===== config.mk =====
export PLATFORM = sky130hd
export DESIGN_NAME = memacc_flat
export DESIGN_NICKNAME = d
export VERILOG_FILES = /design/src/rtl/memacc_pkg.sv /design/src/rtl/memacc_if.sv /design/src/rtl/memacc_ldext.sv /design/src/rtl/memacc.sv /design/src/flat_wrapper.sv
export SDC_FILE = /design/constraint.sdc
export NUM_CORES = 1
export LEC_CHECK = 0
export ABC_AREA = 1
export CAP_MARGIN = 25
export CORE_ASPECT_RATIO = 0.9
export CORE_MARGIN = 2
export CORE_UTILIZATION = 25
export DETAILED_ROUTE_END_ITERATION = 6
export HOLD_SLACK_MARGIN = 0.1
export SLEW_MARGIN = 30
export SYNTH_ARGS = -nofsm -noshare
export SYNTH_HDL_FRONTEND = slang
export SYNTH_SLANG_ARGS = --single-unit

===== constraint.sdc =====
create_clock -name clk -period 4.6 [get_ports clk]
set_input_delay 0.46 -clock clk [delete_from_list [all_inputs] [get_ports clk]]
set_output_delay 0.46 -clock clk [all_outputs]
set_load 0.01 [all_outputs]

===== src/rtl/memacc_pkg.sv =====
// rtl/memacc_pkg.sv - memory-stage op encodings, FSM states and bus size helpers
package memacc_pkg;

    typedef enum logic [2:0] {
        OP_LB  = 3'd0,
        OP_LBU = 3'd1,
        OP_LH  = 3'd2,
        OP_LHU = 3'd3,
        OP_LW  = 3'd4,
        OP_SB  = 3'd5,
        OP_SH  = 3'd6,
        OP_SW  = 3'd7
    } mem_op_t;

    typedef enum logic [1:0] {
        S_IDLE = 2'd0,
        S_ADDR = 2'd1,
        S_DATA = 2'd2,
        S_DONE = 2'd3
    } state_t;

    localparam logic [1:0] SIZE_BYTE = 2'd0;
    localparam logic [1:0] SIZE_HALF = 2'd1;
    localparam logic [1:0] SIZE_WORD = 2'd2;

    function automatic logic op_is_store(mem_op_t op);
        return (op == OP_SB) || (op == OP_SH) || (op == OP_SW);
    endfunction

    function automatic logic [1:0] op_size(mem_op_t op);
        case (op)
            OP_LB, OP_LBU, OP_SB: return SIZE_BYTE;
            OP_LH, OP_LHU, OP_SH: return SIZE_HALF;
            default:              return SIZE_WORD;
        endcase
    endfunction

    function automatic logic op_aligned(mem_op_t op, logic [1:0] addr_lo);
        case (op_size(op))
            SIZE_HALF: return ~addr_lo[0];
            SIZE_WORD: return addr_lo == 2'b00;
            default:   return 1'b1;
        endcase
    endfunction

    // The bus picks the active lanes from d_addr, so store data is copied to every lane.
    function automatic logic [31:0] store_lanes(mem_op_t op, logic [31:0] wdata);
        case (op_size(op))
            SIZE_BYTE: return {4{wdata[7:0]}};
            SIZE_HALF: return {2{wdata[15:0]}};
            default:   return wdata;
        endcase
    endfunction

endpackage


===== src/rtl/memacc_if.sv =====
// rtl/memacc_if.sv - data-bus request/response signals between memacc and memory
interface memacc_if;
    logic        d_req;
    logic        d_wr;
    logic [1:0]  d_size;
    logic [31:0] d_addr;
    logic [31:0] d_wdata;
    logic        d_addr_ok;
    logic        d_data_ok;
    logic [31:0] d_rdata;

    modport master (
        output d_req, d_wr, d_size, d_addr, d_wdata,
        input  d_addr_ok, d_data_ok, d_rdata
    );

    modport slave (
        input  d_req, d_wr, d_size, d_addr, d_wdata,
        output d_addr_ok, d_data_ok, d_rdata
    );
endinterface


===== src/rtl/memacc_ldext.sv =====
// rtl/memacc_ldext.sv - load lane select and sign/zero extension
module ldext
    import memacc_pkg::*;
(
    input  logic [31:0] i_rdata,
    input  logic [1:0]  i_addr,
    input  mem_op_t     i_op,
    output logic [31:0] o_data
);

    logic [7:0]  w_byte;
    logic [15:0] w_half;

    always_comb begin
        w_byte = i_rdata[{i_addr, 3'b000} +: 8];
        w_half = i_addr[1] ? i_rdata[31:16] : i_rdata[15:0];
        o_data = '0;
        case (i_op)
            OP_LB:   o_data = {{24{w_byte[7]}}, w_byte};
            OP_LBU:  o_data = {24'd0, w_byte};
            OP_LH:   o_data = {{16{w_half[15]}}, w_half};
            OP_LHU:  o_data = {16'd0, w_half};
            OP_LW:   o_data = i_rdata;
            default: o_data = '0;
        endcase
    end

endmodule


===== src/rtl/memacc.sv =====
// rtl/memacc.sv - memory-stage access unit: alignment check, bus handshake, load extend
module memacc
    import memacc_pkg::*;
#(
    parameter int BUS_TIMEOUT = 255
) (
    input  logic        clk,
    input  logic        rst_n,
    input  logic        in_valid,
    input  mem_op_t     in_op,
    input  logic [31:0] in_addr,
    input  logic [31:0] in_wdata,
    input  logic [4:0]  in_regf,
    input  logic        flush,
    output logic        stall,
    output logic        out_valid,
    output logic [31:0] out_data,
    output logic [4:0]  out_regf,
    output logic        out_adel,
    output logic        out_ades,
    output logic        bus_err,
    memacc_if.master    bus
);

    state_t      r_state;
    state_t      w_state_nxt;
    mem_op_t     r_op;
    logic [31:0] r_addr;
    logic [31:0] r_wdata;
    logic        r_wr;
    logic [1:0]  r_size;
    logic [4:0]  r_regf;
    logic [31:0] r_result;
    logic        r_adel;
    logic        r_ades;
    logic        r_berr;
    logic        r_flushed;
    logic [31:0] r_cnt;

    logic        w_accept;
    logic        w_aligned;
    logic        w_is_store;
    logic        w_capture;
    logic        w_timeout;
    logic        w_expired;
    logic        w_drop;
    logic [31:0] w_ld_data;

    ldext u_ldext (
        .i_rdata (bus.d_rdata),
        .i_addr  (r_addr[1:0]),
        .i_op    (r_op),
        .o_data  (w_ld_data)
    );

    assign w_aligned  = op_aligned(in_op, in_addr[1:0]);
    assign w_is_store = op_is_store(in_op);
    assign w_expired  = (BUS_TIMEOUT != 0) && (r_cnt == 32'(BUS_TIMEOUT - 1));
    assign w_drop     = r_flushed || flush;

    always_comb begin
        w_state_nxt = r_state;
        w_accept    = 1'b0;
        w_capture   = 1'b0;
        w_timeout   = 1'b0;
        case (r_state)
            S_IDLE: begin
                if (in_valid && !flush) begin
                    w_accept    = 1'b1;
                    w_state_nxt = w_aligned ? S_ADDR : S_DONE;
                end
            end
            S_ADDR: begin
                if (flush) begin
                    w_state_nxt = S_IDLE;
                end else if (bus.d_addr_ok) begin
                    w_state_nxt = S_DATA;
                end else if (w_expired) begin
                    w_timeout   = 1'b1;
                    w_state_nxt = S_DONE;
                end
            end
            S_DATA: begin
                // A flushed op still waits for its data so the bus is never left mid-transfer.
                if (bus.d_data_ok) begin
                    w_capture   = 1'b1;
                    w_state_nxt = w_drop ? S_IDLE : S_DONE;
                end else if (w_expired) begin
                    w_timeout   = 1'b1;
                    w_state_nxt = w_drop ? S_IDLE : S_DONE;
                end
            end
            default: w_state_nxt = S_IDLE;
        endcase
    end

    always_ff @(posedge clk or negedge rst_n) begin
        if (!rst_n) begin
            r_state <= S_IDLE;
        end else begin
            r_state <= w_state_nxt;
        end
    end

    always_ff @(posedge clk or negedge rst_n) begin
        if (!rst_n) begin
            r_op      <= OP_LB;
            r_addr    <= '0;
            r_wdata   <= '0;
            r_wr      <= 1'b0;
            r_size    <= SIZE_BYTE;
            r_regf    <= '0;
            r_result  <= '0;
            r_adel    <= 1'b0;
            r_ades    <= 1'b0;
            r_berr    <= 1'b0;
            r_flushed <= 1'b0;
            r_cnt     <= '0;
        end else begin
            if (w_accept) begin
                r_op      <= in_op;
                r_addr    <= in_addr;
                r_wdata   <= store_lanes(in_op, in_wdata);
                r_wr      <= w_is_store;
                r_size    <= op_size(in_op);
                r_regf    <= (w_aligned && !w_is_store) ? in_regf : 5'd0;
                r_adel    <= !w_aligned && !w_is_store;
                r_ades    <= !w_aligned && w_is_store;
                r_berr    <= 1'b0;
                r_result  <= '0;
                r_flushed <= 1'b0;
            end
            if (w_capture) begin
                r_result <= r_wr ? 32'd0 : w_ld_data;
            end
            if (w_timeout) begin
                r_berr <= 1'b1;
            end
            if (r_state == S_DATA && flush) begin
                r_flushed <= 1'b1;
            end
            if (w_state_nxt != r_state) begin
                r_cnt <= '0;
            end else if (r_state == S_ADDR || r_state == S_DATA) begin
                r_cnt <= r_cnt + 32'd1;
            end
        end
    end

    // Gating with rst_n keeps stall low while reset is held even if in_valid is high.
    assign stall = rst_n && ((r_state == S_IDLE && in_valid && !flush) ||
                             r_state == S_ADDR || r_state == S_DATA);

    assign out_valid = (r_state == S_DONE);
    assign out_data  = out_valid ? r_result : 32'd0;
    assign out_regf  = out_valid ? r_regf : 5'd0;
    assign out_adel  = out_valid && r_adel;
    assign out_ades  = out_valid && r_ades;
    assign bus_err   = out_valid && r_berr;

    assign bus.d_req   = (r_state == S_ADDR);
    assign bus.d_wr    = r_wr;
    assign bus.d_size  = r_size;
    assign bus.d_addr  = r_addr;
    assign bus.d_wdata = r_wdata;

endmodule


===== src/flat_wrapper.sv =====
// flat-port wrapper written by rule: the top's interface ports become plain ports
module memacc_flat import memacc_pkg::*;
#(
    parameter int BUS_TIMEOUT = 255
)
  (clk, rst_n, in_valid, in_op, in_addr, in_wdata, in_regf, flush, stall, out_valid, out_data, out_regf, out_adel, out_ades, bus_err, bus_d_req, bus_d_wr, bus_d_size, bus_d_addr, bus_d_wdata, bus_d_addr_ok, bus_d_data_ok, bus_d_rdata);
  memacc_if bus_i ();
  input  logic clk;
  input  logic rst_n;
  input  logic in_valid;
  input  mem_op_t in_op;
  input  logic [31:0] in_addr;
  input  logic [31:0] in_wdata;
  input  logic [4:0] in_regf;
  input  logic flush;
  output logic stall;
  output logic out_valid;
  output logic [31:0] out_data;
  output logic [4:0] out_regf;
  output logic out_adel;
  output logic out_ades;
  output logic bus_err;
  output wire logic [$bits(bus_i.d_req)-1:0] bus_d_req;
  output wire logic [$bits(bus_i.d_wr)-1:0] bus_d_wr;
  output wire logic [$bits(bus_i.d_size)-1:0] bus_d_size;
  output wire logic [$bits(bus_i.d_addr)-1:0] bus_d_addr;
  output wire logic [$bits(bus_i.d_wdata)-1:0] bus_d_wdata;
  input wire logic [$bits(bus_i.d_addr_ok)-1:0] bus_d_addr_ok;
  input wire logic [$bits(bus_i.d_data_ok)-1:0] bus_d_data_ok;
  input wire logic [$bits(bus_i.d_rdata)-1:0] bus_d_rdata;
  assign bus_d_req = bus_i.d_req;
  assign bus_d_wr = bus_i.d_wr;
  assign bus_d_size = bus_i.d_size;
  assign bus_d_addr = bus_i.d_addr;
  assign bus_d_wdata = bus_i.d_wdata;
  assign bus_i.d_addr_ok = bus_d_addr_ok;
  assign bus_i.d_data_ok = bus_d_data_ok;
  assign bus_i.d_rdata = bus_d_rdata;
  memacc #(.BUS_TIMEOUT(BUS_TIMEOUT)) u_core (.clk(clk), .rst_n(rst_n), .in_valid(in_valid), .in_op(in_op), .in_addr(in_addr), .in_wdata(in_wdata), .in_regf(in_regf), .flush(flush), .stall(stall), .out_valid(out_valid), .out_data(out_data), .out_regf(out_regf), .out_adel(out_adel), .out_ades(out_ades), .bus_err(bus_err), .bus(bus_i));
endmodule

==> results.txt, run 1 <==
The flow ran to the end, and the final reports show no timing, DRC or antenna violations. Measured along the y axis, the die boundary spans 168 microns. Synthesis produced a netlist with a net count of 1062.

Summing all multi-input logic gate instances after layout gives 3170 sq um. The logs give 336 MHz for the fmax and 0 ns for the setup total negative slack. The starting density of the core was 0.252; the pin count of the biggest net entering global routing was 68. For the worst-skew pair, the clock arrives at the later sink with an insertion delay of 0.43 ns. For this run, the number of Yosys warnings is 0.

The sequential share of power is 0.356. The initial antenna violation count is 2. Kind of end point of the critical path: an output port. The fraction of post-synthesis cell area in the top cell type by area is 0.485, and the half-perimeter wire length after placement is 16.7 mm. The internal portion of the total power is 0.00343 W. The flip-flop and latch count after synthesis is 145. For this design the total switching power over the nets is 0.00215 W. The largest total area in the synthesized netlist belongs to sky130_fd_sc_hd__dfrtp_1. The routed length per instance is 14.9 microns, and the ratio of routed vias to standard cells is 4.43. For the worst setup path, the data required time is 4.14 ns.

The run gives 0 as the final number of hold-violating endpoints. The gate count after technology mapping is 946. TritonCTS built the clock tree. The most common cell after layout, fill and taps aside is sky130_fd_sc_hd__nand2_1. The library cells used most frequently in the layout, excluding fill and tap cells, are sky130_fd_sc_hd__nand2_1 (280), sky130_fd_sc_hd__clkdlybuf4s50_1 (218), sky130_fd_sc_hd__dfrtp_1 (145).

The final-report setup violation count is 0, and the H-tree depth is 4. For the global route total overflow, the log shows 0. The count of nets left with antenna violations once routing finished came out at 0. The netlist uses 38 different library cells. The repair_antennas step left the layout with diodes totalling 0. The time the worst path needs with I/O delays and setup was 2.97 ns; the count of unresolved DRC violations after routing was 0. The run gives 0.240 as the share of power burned in the clock network. Of all nets on the critical path, the largest fanout is 61. The growth of design area from synthesis to finish came out at 42.1%.

The floorplan has 60 rows. Port buffering added 219 buffers. The width of the die is 186 microns, and the maximum buffer depth of the clock tree is 2. The run gives 555 as the DRC violation total after the first TritonRoute iteration. The first global-routing pass estimated 36.9 mm of wire. Averaged over all synthesized cells, the footprint is 7.91 sq um. The floorplan step defined a die boundary enclosing 31300 sq um.

The fraction of registers with async set/reset came out at 1.00. The data arrival time at the worst-slack endpoint is 2.51 ns, and the maximum VDD drop is 0.000300 V. The combinational group share of total power was 0.404. The run gives 1266 as the final net count. Setup repair after global routing left no endpoint under its margin. The static power due to leakage was 5.02 nW; the share of cells above drive strength 1 was 0.0800. The critical path is of the reg2out type. Fill cells in the final layout number 3084. The congestion estimate from routability-driven global placement came to 0.797.

Counting every sink on the clock net gives 145. For the area of the placeable core, the log shows 29700 sq um. The power density relative to cell area is 525 nW/um^2, and the portion of the clock cycle consumed by the worst path in the final layout is 0.646.

The global routing usage summed across all routing layers was 0.148; the mapped cell area was 7480 sq um. The pin slew with the least headroom to its limit was 0.833 ns. By area the synthesized netlist is led by sky130_fd_sc_hd__dfrtp_1 (49%), sky130_fd_sc_hd__nand2_1 (14%), sky130_fd_sc_hd__inv_1 (6.7%).

The logs give 0 for the max-slew violation total from the final report and 0 for the total of max-cap violations. The run gives 0.0156 ns as the worst clock skew. The area taken by flip-flops and latches came out at 3630 sq um.

The worst min-delay path category was reg2reg. Primary flip-flop cell chosen by synthesis mapping: sky130_fd_sc_hd__dfrtp_1. The run gives 6858 as the number of global-route vias before repair. The worst relative slew slack is 0.445, and the switching power as a share of total power is 0.385. Clock-pin slew was measured on the worst setup and hold paths at 0.07 ns.

The number of buffers created by CTS came out at 17. The share of the core filled with cells was 0.358; the count of flip-flops with a built-in enable after synthesis was 0. The reg-to-reg setup timing slack came out at 1.86 ns. The nature of the critical path startpoint was a flip-flop.

The logs give 0 for the count of instances resized after the clock tree is built and 5 for the number of search-and-repair iterations in the first detailed-routing pass. The count of hold buffers inserted by post-cts repair is 1, and the sequential fraction of the synthesis area is 0.485. Pin placement for this block handled 220 I/O pins.

Clock root buffer master: sky130_fd_sc_hd__clkbuf_16. After detailed routing, the total wire length is 23.3 mm. Once the clock tree was built, the setup fixing pass inserted 0 buffers.

The total via count in the routed design came out at 6932.
-- worst max-delay path: stages (launching register included) --
cell and delay, ns:
sky130_fd_sc_hd__dfrtp_1 0.43, sky130_fd_sc_hd__inv_1 0.14, sky130_fd_sc_hd__ha_1 0.20, sky130_fd_sc_hd__inv_1 0.13
sky130_fd_sc_hd__nor2_4 0.07, sky130_fd_sc_hd__inv_4 0.41, sky130_fd_sc_hd__a31oi_1 0.14, sky130_fd_sc_hd__clkdlybuf4s50_1 0.56
-- routing by layer --
layer | wire length (microns) | global-route usage | part of all wire
met5 | 21 | 0 | 0.00090
met4 | 526 | 0.0504 | 0.023
met3 | 1360 | 0.0363 | 0.059
met2 | 10300 | 0.231 | 0.44
met1 | 11000 | 0.199 | 0.47
-- cell families after synthesis --
family | count (synthesis) | share of synthesized area
fa+ha+maj | 6 | 0.0100
flops | 145 | 0.485
xor+xnor | 24 | 0.0281
mux | 1 | 0.00134
simple gates | 432 | 0.251
buf+inv | 179 | 0.0935
compound gates | 159 | 0.130
-- flip-flops by register name, indices dropped and copies added, names as in the netlist --
signal	count
u_core.bus.d_addr	32
u_core.bus.d_size	2
u_core.bus.d_wdata	32
u_core.bus.d_wr	1
u_core.r_adel	1
u_core.r_ades	1
u_core.r_berr	1
u_core.r_cnt	32
u_core.r_flushed	1
u_core.r_op	3
u_core.r_regf	5
u_core.r_result	32
u_core.r_state	2
-- synth_stat cells (all sizes together), types with 9 or more instances --
| cell type | number |
|---|---|
| nand2 | 286 |
| dfrtp | 145 |
| buf | 12 |
| clkbuf | 30 |
| o22ai | 12 |
| inv | 136 |
| o21ai | 67 |
| nor3 | 9 |
| o211ai | 17 |
| a32o | 15 |
| a21oi | 32 |
| nor2 | 76 |
| xor2 | 21 |
| nand3 | 47 |
-- power by group through the flow --
stage / logic, W / registers [W] / clock network, W
2_1_floorplan: 0.00112 / 0.00206 / 0
3_3_place_gp: 0.00223 / 0.00200 / 0
3_5_place_dp: 0.00226 / 0.00200 / 0
4_1_cts: 0.00227 / 0.00199 / 0.00137
5_1_grt: 0.00248 / 0.00204 / 0.00142
6_report: 0.00225 / 0.00199 / 0.00134
-- stage by stage --
stage	power (W)	hold WS, ns	setup WS, ns	cells	cell area [sq um]
floorplan	0.00319	0.164	2.35	946	7480
global placement	0.00423	0.424	1.49	1533	10100
detailed placement	0.00427	0.428	1.39	1533	10100
CTS	0.00563	0.474	1.58	1566	10600
global route	0.00595	0.492	1.40	1566	10600
finish	0.00558	0.470	1.63	1566	10600
-- final timing paths --
| kind | startpoint | endpoint | cells after the start |
|---|---|---|---|
| hold / removal | u_core.bus.d_addr[3]$_DFFE_PN0P_ | u_core.bus.d_addr[3]$_DFFE_PN0P_ | 2 |
| hold reg to reg | u_core.bus.d_addr[3]$_DFFE_PN0P_ | u_core.bus.d_addr[3]$_DFFE_PN0P_ | 2 |
| max in group asynchronous | rst_n | u_core.bus.d_addr[8]$_DFFE_PN0P_ | 3 |
| min in group asynchronous | rst_n | u_core.bus.d_addr[10]$_DFFE_PN0P_ | 2 |
| setup reg to reg | u_core.bus.d_addr[1]$_DFFE_PN0P_ | u_core.r_result[28]$_DFFE_PN0P_ | 8 |
| setup / recovery | u_core.r_state[1]$_DFF_PN0_ | stall | 7 |
-- cell type report --
type / instances / share of cell area
tap: 403 / 0.0474
inverter: 137 / 0.0486
multi-input combinational: 622 / 0.298
sequential: 145 / 0.341
clock buffer: 18 / 0.0413
timing repair buffer: 227 / 0.212
clock inverter: 14 / 0.0112
No activity file was read; power rests on OpenSTA's default activity.
==> run 2, diff against run 1 <==
clock period = 2.9 ns   (was 4.6 ns; I/O delays follow)
==> results.txt, run 2 (synthesis gave the netlist of run 1 again) <==
The count of unresolved DRC violations after routing was 0 (unchanged); the width of the die was 186 microns (unchanged). The run gives 16.1 mm (-3.6%) as the half-perimeter wire length after placement. The kind of end point of the critical path is an output port. The logs give 6913 (-0.27%) for the total via count in the routed design and 31300 sq um (unchanged) for the die area. The pin slew with the least headroom to its limit was 0.846 ns (+0.0138 ns); the pin count of the biggest net entering global routing was 146 (+110%).

Library cell appearing most often on the critical path: sky130_fd_sc_hd__inv_1. The number of global-route vias before repair came out at 6714 (-2.1%). The switching power as a share of total power works out to 0.373 (-0.0118).

The global route total overflow is 0 (unchanged), and the maximum VDD drop is 0.000822 V (+170%). The number of search-and-repair iterations in the first detailed-routing pass is 5 (unchanged), and the global routing usage summed across all routing layers is 0.147 (about the same). The worst setup path is launched from a flip-flop.

The area of the placeable core was 29700 sq um (unchanged). The logs give 0 ns (unchanged) for the setup total negative slack and 5.05 nW (+0.62%) for the static power due to leakage. The tools report the total power of the final layout as 0.00890 W (+59%). The sequential share of power was 0.349 (-0.007).

The delay of the slowest cell on the worst path is 0.59 ns (+0.03 ns). The clock sink count came out at 145 (unchanged). The max-slew violation total from the final report was 0 (unchanged); the routed length per instance was 14.6 microns (-1.8%). The run gives 405 MHz as the fmax.

The tools report the count of pins on the block boundary as 220 (unchanged). The flow ran to the end, and the final reports show no timing, DRC or antenna violations. The internal power summed over all cells is 0.00558 W (+62%). Most common cell after layout, fill and taps aside: sky130_fd_sc_hd__nand2_1. From synthesis to final layout, the design area changed by 43.0%.

The setup path with the least slack is of type reg2out. Register clock-pin slew on the reported worst setup and hold paths: 0.06 ns (about the same). The clock root buffer master is sky130_fd_sc_hd__clkbuf_16. Die extent in y: 168 microns (unchanged). The power density relative to cell area came out at 832 nW/um^2 (+58%). The count of standard-cell rows was 60 (unchanged). For the DRC violation total after the first TritonRoute iteration, the log shows 598 (+7.7%). The run gives 37.1 mm (+0.47%) as the first-pass GRT wire length. Walking the worst path, the cells encountered are inv_1 -> ha_1 -> inv_1 -> nor2_4 -> inv_4 -> a31oi_1 -> clkdlybuf4s50_1.

The portion of the clock cycle consumed by the worst path in the final layout is 0.851, and the maximum buffer depth of the clock tree is 2 (unchanged). The logs give 0.238 (-0.002) for the share of power burned in the clock network and 0.436 (-0.00919) for the worst relative slew slack. The tools report the post-CTS repair timing setup buffer count as 0 (unchanged). Clock latency of the later-clocked register in the worst-skew pair: 0.43 ns (about the same). The tools report the worst clock skew as 0.0110 ns (-0.00463 ns). The run gives 1271 (+0.39%) as the final net count. The combinational group share of total power is 0.413 (+0.009). In the layout the commonest cells are sky130_fd_sc_hd__nand2_1 (280), sky130_fd_sc_hd__clkdlybuf4s50_1 (218), sky130_fd_sc_hd__dfrtp_1 (145). The number of input and output port buffers inserted is 219 (unchanged).

The share of cells above drive strength 1 is 0.0813 (+0.00137), and the peak fanout along the critical path is 5 (-92%). The starting density of the core is 0.252 (unchanged). Worst min-delay path category: in2reg. The ratio of routed vias to standard cells was 4.40 (-0.65%). TritonCTS built the clock tree. The final-report setup violation count came out at 0 (unchanged). For this design, the slowest cell found on the critical path is sky130_fd_sc_hd__clkdlybuf4s50_1. The required time of the worst setup path is 2.61 ns (-1.53 ns). For the data arrival time at the worst-slack endpoint, the log shows 2.18 ns (-0.33 ns). The remaining number of nets flagged by the antenna check after routing is 0 (unchanged), and the net switching component of the power is 0.00332 W (+55%). Setup repair after global routing left no endpoint under its margin. The total of max-cap violations is 0 (unchanged), and the final number of hold-violating endpoints is 0 (unchanged).

Number of buffers created by CTS: 17 (unchanged). The global placer's final weighted congestion is 0.821 (+2.9%), and the initial antenna violation count is 1 (-1). The routed wire length is 22.9 mm (-1.4%), and the time the worst path needs with I/O delays and setup is 2.47 ns. The H-tree depth came out at 4 (unchanged).
==> run 2: metal layers <==
| layer | global-route usage | vias to the layer above | part of all wire |
|---|---|---|---|
| met5 | 0 | - | 0.00070 |
| met4 | 0.0417 | 2 | 0.015 |
| met3 | 0.0394 | 26 | 0.061 |
| met2 | 0.228 | 206 | 0.45 |
| met1 | 0.203 | 3235 | 0.47 |
| li1 | - | 3444 | - |
==> run 2: metrics by stage <==
stage	utilization	worst slack [ns]	std cells	cell area, sq um	hold slack, ns
finish	0.361	0.432	1572	10700	0.405
CTS	0.361	0.359	1571	10700	0.380
global placement	0.342	0.560	1538	10100	0.455
global route	0.361	0.197	1571	10700	0.396
detailed placement	0.342	0.450	1538	10100	0.458
floorplan	-	0.824	946	7480	-0.00559
==> run 2: cell type report <==
class	count	area [sq um]
inverter	137	517
sequential	145	3630
timing repair buffer	232	2330
antenna	1	2.50
tap	403	504
fill	3069	19000
multi-input combinational	622	3160
clock inverter	12	110
clock buffer	20	447
==> run 2: final timing paths <==
kind / end / cells after the start / startpoint / slack [ns]
max: stall / 7 / u_core.r_state[1]$_DFF_PN0_ / 0.43
min: u_core.bus.d_addr[2]$_DFFE_PN0P_ / 3 / in_addr[2] / 0.40
max reg2reg: u_core.r_cnt[28]$_DFFE_PN0P_ / 12 / u_core.r_state[1]$_DFF_PN0_ / 0.47
min reg2reg: u_core.bus.d_addr[24]$_DFFE_PN0P_ / 2 / u_core.bus.d_addr[24]$_DFFE_PN0P_ / 0.47
max in group asynchronous: u_core.r_result[16]$_DFFE_PN0P_ / 3 / rst_n / 1.71
min in group asynchronous: u_core.bus.d_addr[15]$_DFFE_PN0P_ / 3 / rst_n / 0.53
==> run 2: timing repair <==
| item | in CTS | in global routing |
|---|---|---|
| hold buffers | 1 | 0 |
| endpoints found under the hold margin | 145 | 0 |
| gates resized for setup | 0 | 0 |
| setup endpoints to repair | 0 | 0 |
==> run 2: power by group through the flow <==
stage | clock network, W | logic (W) | registers, W
floorplan | 0 | 0.00178 | 0.00327
global placement | 0 | 0.00368 | 0.00312
detailed placement | 0 | 0.00370 | 0.00312
CTS | 0.00220 | 0.00371 | 0.00310
global route | 0.00228 | 0.00403 | 0.00319
finish | 0.00212 | 0.00367 | 0.00310
==> run 2: worst max-delay path, delay by kind of cell (launching register included) <==
family | cells | cell delay [ns]
AO/OA/AOI/OAI | 1 | 0.13
buffers and inverters | 4 | 0.89
AND/OR/NAND/NOR | 1 | 0.14
adder cells (fa/ha/maj) | 1 | 0.17
flip-flops | 1 | 0.43
==> run 3, diff against run 2 <==
REMOVE_ABC_BUFFERS = 1   (was unset)
==> results.txt, run 3 (synthesis gave the netlist of run 1 again) <==
Leaving out fill and tap cells, the most frequent cell in the layout is sky130_fd_sc_hd__nand2_1. The count of placed standard cells including taps is 1541 (+0.20%). The reg-to-reg setup timing slack came out at 0.51 ns (+0.04 ns).

The share of cells above drive strength 1 was 0.0863 (+0.00492). For the global route total overflow, the log shows 0 (unchanged). For the count of placed standard cells in the final layout, fillers left out, the log shows 1574 (+0.13%).

The tools report the count of standard-cell rows as 60 (unchanged). The die extent in y is 168 microns (unchanged). The path with the worst hold slack has its endpoint at u_core.bus.d_addr[26]$_DFFE_PN0P_. The global placer's final weighted congestion came out at 0.847 (+3.2%).

The run finished with clean final reports. The worst hold path startpoint is in_addr[26]. The max-slew violation total from the final report is 0 (unchanged), and the clock latency of the later-clocked register in the worst-skew pair is 0.42 ns (about the same).

The fmax was 386 MHz (-4.7%); the required time of the worst setup path was 2.61 ns (about the same). The width of the die was 186 microns (unchanged). The worst hold path cell count works out to 3 (unchanged). The worst relative slew slack was 0.434 (-0.00206); the pin slew with the least headroom to its limit was 0.850 ns (+0.00309 ns). The run gives 0.000403 V (-51%) as the maximum VDD drop. The final number of hold-violating endpoints is 0 (unchanged), and the growth of design area from synthesis to finish is 43.2%. TritonCTS built the clock tree.

The run gives 0.404 ns (-0.000237 ns) as the final worst hold slack. The pin count of the biggest net entering global routing was 146 (unchanged); the routed wire length was 23.4 mm (+1.9%). The run gives 220 (unchanged) as the count of pins on the block boundary. The count of antenna diodes in the layout was 0 (-1). Number of buffers created by CTS: 17 (unchanged). STA classifies the critical path endpoint as an output port. Number of global-route vias before repair: 6883 (+2.5%). Maximum buffer depth of the clock tree: 2 (unchanged). Leaving out fill and tap cells, the most frequent cells in the layout are sky130_fd_sc_hd__nand2_1 (280), sky130_fd_sc_hd__clkdlybuf4s50_1 (218), sky130_fd_sc_hd__dfrtp_1 (145).

The logs give 0 (unchanged) for the final-report setup violation count and 6979 (+0.95%) for the total via count in the routed design. The number of input and output port buffers inserted is 219 (unchanged). The portion of the clock cycle consumed by the worst path in the final layout is 0.893 (+0.0420), and the ratio of routed vias to standard cells is 4.43 (+0.83%). The time the worst path needs with I/O delays and setup is 2.59 ns (+0.122 ns). Capturing point of the worst reg2reg path: u_core.r_cnt[28]$_DFFE_PN0P_. The routed length per instance came out at 14.9 microns (+1.8%). The logs give 145 (unchanged) for the clock sink count and 4 (unchanged) for the H-tree depth. Peak fanout along the critical path: 6 (+1). The tools report the half-perimeter wire length after placement as 16.6 mm (+3.2%).

Worst min-delay path category: in2reg. For the final net count, the log shows 1274 (+0.24%). Setup repair after global routing left no endpoint under its margin. The startpoint identified for the worst register-to-register timing path is u_core.r_state[0]$_DFF_PN0_.

The run gives 29700 sq um (unchanged) as the area of the placeable core. The run gives 6 (+1) as the number of search-and-repair iterations in the first detailed-routing pass. The register clock-pin slew on the reported worst setup and hold paths came out at 0.07 ns (about the same). The worst clock skew came out at 0.0135 ns (+0.00252 ns). Remaining number of nets flagged by the antenna check after routing: 0 (unchanged). For the starting density of the core, the log shows 0.252 (unchanged). The tools report the global routing usage summed across all routing layers as 0.151 (+0.00368). The power density relative to cell area is 825 nW/um^2 (-0.77%).

The DRC violation total after the first TritonRoute iteration is 508 (-15%). For the static power due to leakage, the log shows 5.05 nW (about the same). The die area is 31300 sq um (unchanged), and the initial antenna violation count is 0 (-1).

The logs give 0 (unchanged) for the total of max-cap violations and 0 (unchanged) for the count of unresolved DRC violations after routing. STA classifies the critical path startpoint as a flip-flop. The data arrival time at the worst-slack endpoint is 2.30 ns (+0.12 ns), and the worst-case reg-to-reg path depth is 12 (unchanged).

By startpoint and endpoint, the worst setup path is classified as reg2out. The first-pass GRT wire length is 37.7 mm (+1.6%). CTS placed an instance of sky130_fd_sc_hd__clkbuf_16 at the clock tree root.
run 3: through the flow:
stage	worst slack [ns]	utilization	instance area [sq um]	power [W]	TNS (ns)
6_report	0.310	0.361	10700	0.00884	0
5_1_grt	0.162	0.361	10700	0.00947	0
4_1_cts	0.243	0.361	10700	0.00894	0
3_5_place_dp	0.499	0.342	10200	0.00683	0
3_3_place_gp	0.527	0.342	10200	0.00680	0
2_1_floorplan	-1.46	-	7290	0.00490	-117.33
run 3: power by group:
part	leakage [nW]	internal [W]	switching, W
Combinational	2.90	0.00167	0.00201
Clock	0.255	0.00111	0.000949
Sequential	1.90	0.00270	0.000397
run 3: area by class of cell:
cell class / instances / area, sq um
Clock inverter: 15 / 124
Multi-Input combinational cell: 622 / 3160
Inverter: 137 / 517
Timing Repair Buffer: 235 / 2350
Tap cell: 403 / 504
Clock buffer: 17 / 425
Fill cell: 3066 / 18900
Sequential cell: 145 / 3630
run 3: worst max-delay path, stage by stage, from the launching register on:
cell                              delay (ns)
sky130_fd_sc_hd__dfrtp_1                0.41
sky130_fd_sc_hd__inv_1                  0.18
sky130_fd_sc_hd__ha_1                   0.18
sky130_fd_sc_hd__inv_1                  0.08
sky130_fd_sc_hd__nor2_4                 0.14
sky130_fd_sc_hd__inv_4                  0.05
sky130_fd_sc_hd__a31oi_1                0.25
sky130_fd_sc_hd__clkdlybuf4s50_1        0.60
run 3: worst max path at each step:
stage,start,end,slack (ns)
final,u_core.r_state[0]$_DFF_PN0_,stall,0.31
after global routing,u_core.r_state[0]$_DFF_PN0_,stall,0.16
after CTS,u_core.r_state[0]$_DFF_PN0_,stall,0.24
after detailed placement,u_core.r_state[0]$_DFF_PN0_,u_core.r_cnt[28]$_DFFE_PN0P_,0.50
after global placement,in_valid,u_core.bus.d_wdata[14]$_DFFE_PN0P_,0.53
after floorplan,u_core.r_state[0]$_DFF_PN0_,u_core.bus.d_wdata[31]$_DFFE_PN0P_,-1.46
run 3: repair_timing:
action	4_1_cts	5_1_grt
buffers inserted	0	0
gates resized for setup	0	0
hold endpoints to repair	57	0
hold buffers	1	0
run 3: metal layers:
layer  global-route usage  share of wire  vias to the layer above
li1                     -              -                     3445
met1                0.204           0.46                     3287
met2                0.233           0.45                      228
met3               0.0402          0.066                       19
met4               0.0539          0.019                        0
met5                    0              0                        -
